==> config.mk <==
export PLATFORM = sky130hd
export DESIGN_NAME = debounced_pio
export DESIGN_NICKNAME = d
export VERILOG_FILES = /design/src/rtl/debounced_pio.sv
export SDC_FILE = /design/constraint.sdc
export NUM_CORES = 1
export LEC_CHECK = 0
export CORE_MARGIN = 2
export CORE_UTILIZATION = 35
export DETAILED_ROUTE_END_ITERATION = 6
export MAX_ROUTING_LAYER = met4
export PLACE_DENSITY = 0.6
export SYNTH_ARGS = -nofsm -noshare
export SYNTH_HDL_FRONTEND = slang
export SYNTH_SLANG_ARGS = --single-unit
==> constraint.sdc <==
create_clock -name clk -period 2.56 [get_ports clk]
set_clock_uncertainty 0.1 [all_clocks]
set_input_delay 0.512 -clock clk [delete_from_list [all_inputs] [get_ports clk]]
set_output_delay 0.512 -clock clk [all_outputs]
set_load 0.05 [all_outputs]
==> src/rtl/debounced_pio.sv <==
// Debounced parallel input port with Avalon-MM slave, edge capture and masked level irq.
// Latency: raw_in -> data register 2 + DEBOUNCE_CYCLES cycles; readdata 1 cycle after read.
// Backpressure: none; the slave never inserts wait states and every access completes in one cycle.
module debounced_pio #(
    parameter int WIDTH           = 4,
    parameter int DEBOUNCE_CYCLES = 50000,
    parameter bit ACTIVE_LOW      = 1'b1,
    parameter int EDGE_MODE       = 1
) (
    input  logic             clk,
    input  logic             reset,
    input  logic [WIDTH-1:0] raw_in,
    input  logic [1:0]       address,
    input  logic             chipselect,
    input  logic             read,
    input  logic             write,
    input  logic [31:0]      writedata,
    output logic [31:0]      readdata,
    output logic             irq
);

    localparam int CNT_W = (DEBOUNCE_CYCLES < 1) ? 1 : $clog2(DEBOUNCE_CYCLES + 1);
    localparam logic [CNT_W-1:0] CNT_LAST = CNT_W'(DEBOUNCE_CYCLES - 1);

    localparam logic [1:0] ADDR_DATA = 2'd0;
    localparam logic [1:0] ADDR_MASK = 2'd2;
    localparam logic [1:0] ADDR_CAP  = 2'd3;

    logic [WIDTH-1:0] raw_log;
    logic [WIDTH-1:0] sync1;
    logic [WIDTH-1:0] sync2;
    logic [WIDTH-1:0] stable;
    logic [WIDTH-1:0] stable_d;
    logic [WIDTH-1:0] edge_hit;
    logic [WIDTH-1:0] edge_cap;
    logic [WIDTH-1:0] mask;
    logic [WIDTH-1:0] clr_bits;
    logic [CNT_W-1:0] cnt [WIDTH];
    logic [31:0]      rd_mux;
    logic             wr_sel;
    logic             rd_sel;
    logic             unused_wdata;

    assign raw_log      = ACTIVE_LOW ? ~raw_in : raw_in;
    assign wr_sel       = chipselect & write;
    assign rd_sel       = chipselect & read;
    assign unused_wdata = ^writedata;

    always_ff @(posedge clk) begin
        if (reset) begin
            sync1 <= '0;
            sync2 <= '0;
        end else begin
            sync1 <= raw_log;
            sync2 <= sync1;
        end
    end

    // Counter restarts on any agreement, so only an unbroken run of DEBOUNCE_CYCLES flips a bit.
    always_ff @(posedge clk) begin
        if (reset) begin
            stable <= '0;
            for (int i = 0; i < WIDTH; i++) begin
                cnt[i] <= '0;
            end
        end else begin
            for (int i = 0; i < WIDTH; i++) begin
                if (sync2[i] == stable[i]) begin
                    cnt[i] <= '0;
                end else if (cnt[i] == CNT_LAST) begin
                    stable[i] <= sync2[i];
                    cnt[i]    <= '0;
                end else begin
                    cnt[i] <= cnt[i] + CNT_W'(1);
                end
            end
        end
    end

    always_comb begin
        edge_hit = '0;
        case (EDGE_MODE)
            0:       edge_hit = stable & ~stable_d;
            1:       edge_hit = ~stable & stable_d;
            default: edge_hit = stable ^ stable_d;
        endcase
    end

    assign clr_bits = (wr_sel && address == ADDR_CAP) ? writedata[WIDTH-1:0] : '0;

    // New edges are OR-ed in after the clear so a coincident set wins.
    always_ff @(posedge clk) begin
        if (reset) begin
            stable_d <= '0;
            edge_cap <= '0;
            mask     <= '0;
            irq      <= 1'b0;
        end else begin
            stable_d <= stable;
            edge_cap <= (edge_cap & ~clr_bits) | edge_hit;
            if (wr_sel && address == ADDR_MASK) begin
                mask <= writedata[WIDTH-1:0];
            end
            irq <= |(edge_cap & mask);
        end
    end

    always_comb begin
        rd_mux = '0;
        case (address)
            ADDR_DATA: rd_mux[WIDTH-1:0] = stable;
            ADDR_MASK: rd_mux[WIDTH-1:0] = mask;
            ADDR_CAP:  rd_mux[WIDTH-1:0] = edge_cap;
            default:   rd_mux = '0;
        endcase
    end

    always_ff @(posedge clk) begin
        if (reset) begin
            readdata <= '0;
        end else if (rd_sel) begin
            readdata <= rd_mux;
        end
    end

endmodule
==> results.sh <==
export IMPL_ant_nets=0
export IMPL_gr_usage_all_layers_pct=11.77
export IMPL_layout_nets=601
export IMPL_max_stage_delay_ns=0.55
export IMPL_synth_top_area_share_pct=40.55
export IMPL_num_antenna_cells=0
export IMPL_cpMaxStageDelayCell="or4_1"
export IMPL_layout_common_cells="93 x nor2_1, 92 x conb_1, 64 x edfxtp_1, 52 x xnor2_1, 29 x dfxtp_1"
export IMPL_dp_cells=719
export IMPL_cts_sinks=93
export IMPL_grt_pass1_wl_um=13470
export IMPL_die_h_um=120.4
export IMPL_cp_required_ns=2.54
export IMPL_final_layout_size_suffix_gt1_share_pct=6.261
export IMPL_hp_class="flip-flop to flip-flop"
export IMPL_layout_min_cycle_time_ns=2.370
export IMPL_fin_setup_tns_ns=0
export IMPL_grt_setup_unrepaired="false"
export IMPL_hpwl_um=5567
export IMPL_via_per_inst=4.380
export IMPL_die_width_um=120.4
export IMPL_ys_top_cells_by_area="edfxtp_1 41%, dfxtp_1 12%, xnor2_1 9.6%"
export IMPL_worstPathCellList="or4_1 -> or4_4 -> o21ai_4 -> nor2_1"
export IMPL_leakagePower_uw=0.001999
export IMPL_cp_start_kind="flip-flop"
export IMPL_status="complete, no violations"
export IMPL_clockBufferDepth=2
export IMPL_critPathKind="flip-flop to flip-flop"
export IMPL_io_pins=76
export IMPL_fp_dieArea_sq_um=14490
export IMPL_irDropWorstVdd_v=0.0002981
export IMPL_antenna_found_initial=0
export IMPL_rrSetupSlack_ns=0.19
export IMPL_place_congestion=0.8276
export IMPL_finalHoldViolations=0
export IMPL_synth_top_area_cell="edfxtp_1"
export IMPL_totalWireLength_um=7921
export IMPL_final_cells=735
export IMPL_ys_seq_area_share_pct=52.80
export IMPL_clockRootBuffer="clkbuf_16"
export IMPL_synth_seq_cells=93
export IMPL_syn_area_sq_um=4740
export IMPL_drc=0
export IMPL_drv_slew=0
export IMPL_tightest_slew_ns=0.5949
export IMPL_cts_tree="yes"
export IMPL_htreeDepth=3
export IMPL_drv_cap=0
export IMPL_drt_first_pass_iters=4
export IMPL_worstSkewPairLatency_ns=0.34
export IMPL_grt_pass1_vias=2887
export IMPL_period_share_pct=92.58
export IMPL_power_density_nw_per_um2=595.5
export IMPL_netlist_instances=463
export IMPL_synth_avg_cell_area_sq_um=10.24
export IMPL_slew_headroom_pct=60.10
export IMPL_final_common_cell="nor2_1"
export IMPL_start_util_pct=35.79
export IMPL_setup_viol=0
export IMPL_arrival_ns=2.35
export IMPL_post_drt_wl_per_cell_um=10.78
export IMPL_utilization_pct=42.51
export IMPL_grt_max_degree=34
export IMPL_cts_buffers=9
export IMPL_clkTransAtPathRegs_ns=0.06
export IMPL_row_count=42
export IMPL_hold_buffers=0
export IMPL_crit_path_max_fanout=16
export IMPL_yosys_warnings=0
export IMPL_synth_cell_types=37
export IMPL_coreArea_sq_um=13240
export IMPL_syn_to_final_growth_pct=18.77
export IMPL_max_clock_freq_ghz=0.4219
export IMPL_vias=3219
export IMPL_drt_initial_drc_count=275
export IMPL_port_buffers=19
export IMPL_grt_overflow_total=0
export IMPL_end_kind="flip-flop"
[final timing paths]
kind                            start                 endpoint  cells past startpoint
max          cnt[0][13]$_SDFFCE_PN0P_  cnt[0][4]$_SDFFCE_PN0P_                      4
min reg2reg       sync1[1]$_SDFF_PP0_      sync2[1]$_SDFF_PP0_                      1
min               sync1[1]$_SDFF_PP0_      sync2[1]$_SDFF_PP0_                      1
max reg2reg  cnt[0][13]$_SDFFCE_PN0P_  cnt[0][4]$_SDFFCE_PN0P_                      4
[kinds of logic (layout without fill, tap and decap cells)]
group	after synthesis	count (layout)	share of synthesized area [%]
buffers and inverters	51	57	6.468
AO/OA/AOI/OAI	19	19	2.825
flip-flops	93	93	52.80
XOR/XNOR	60	60	11.09
adder cells (fa/ha/maj)	4	4	1.056
AND/OR/NAND/NOR	222	222	22.86
multiplexers	12	12	2.746
other	2	92	0.1585
[cell usage after synthesis]
library cell / n
inv_1: 13
or4_1: 1
nor2b_1: 16
or3_1: 5
dfxtp_1: 29
buf_6: 1
nor4b_1: 2
xor2_1: 8
buf_2: 2
nand2b_1: 1
mux2_2: 8
a21oi_1: 5
edfxtp_1: 64
buf_1: 1
conb_1: 2
clkbuf_1: 6
buf_4: 28
nor4_1: 20
and4_1: 2
a211oi_1: 4
nand4_1: 16
and3_1: 5
nor3_1: 15
nand4b_1: 1
mux2i_1: 4
nand3b_1: 1
nand3_1: 25
a22oi_1: 6
or4_4: 1
o31ai_1: 1
o21ai_4: 1
ha_1: 4
nand2_1: 17
xnor2_1: 52
and2_1: 1
nor2_1: 93
o21ai_1: 2
[per-layer routing]
| metal | vias up | share of wire, % | global-route usage [%] |
|---|---|---|---|
| met2 | 63 | 42 | 17.13 |
| li1 | 1694 | - | - |
| met1 | 1449 | 52 | 15.69 |
| met5 | - | 0 | - |
| met4 | 0 | 1.6 | 4.142 |
| met3 | 13 | 4.6 | 3.396 |
[flip-flops by register name, summed over array words and instances (netlist names)]
signal,cells
sync1,4
irq,1
sync2,4
readdata,4
stable_d,4
edge_cap,4
cnt,64
stable,4
mask,4
[critical path: cells and delay by family (launching register included)]
family	cells	cell delay [ns]
and+or+nand+nor	3	1.20
DFF	1	0.43
AOI/OAI and AO/OA	1	0.38
[power breakdown]
group          internal [uW]  total (uW)  switching (uW)
logic                   82.0         269             187
registers               1660        1710            52.2
clock network            807        1370             564
[per-stage QoR]
step           area, sq um  hold WS, ns  total power (uW)  worst slack (ns)
3_3_place_gp          5310       0.3180              2007            0.1755
5_1_grt               5629       0.3582              3489           0.08855
2_1_floorplan         5077       0.3138              1976            0.3375
4_1_cts               5624       0.3361              3399            0.1611
3_5_place_dp          5310       0.3243              2011            0.1664
6_report              5629       0.3343              3352            0.1899
[layout make-up]
type	count	area (sq um)
fill	1279	7614
multi-input combinational	409	2273
clock inverter	3	21.27
sequential	93	2502
tap	176	220.2
timing repair buffer	28	270.3
clock buffer	13	292.8
inverter	13	48.80
[what timing repair did]
action                                  in CTS  in global routing
setup buffers                                0                  0
endpoints found under the setup margin       0                  8
resized for setup                            0                  1
Note: power is estimated with default switching activity, not from simulation.
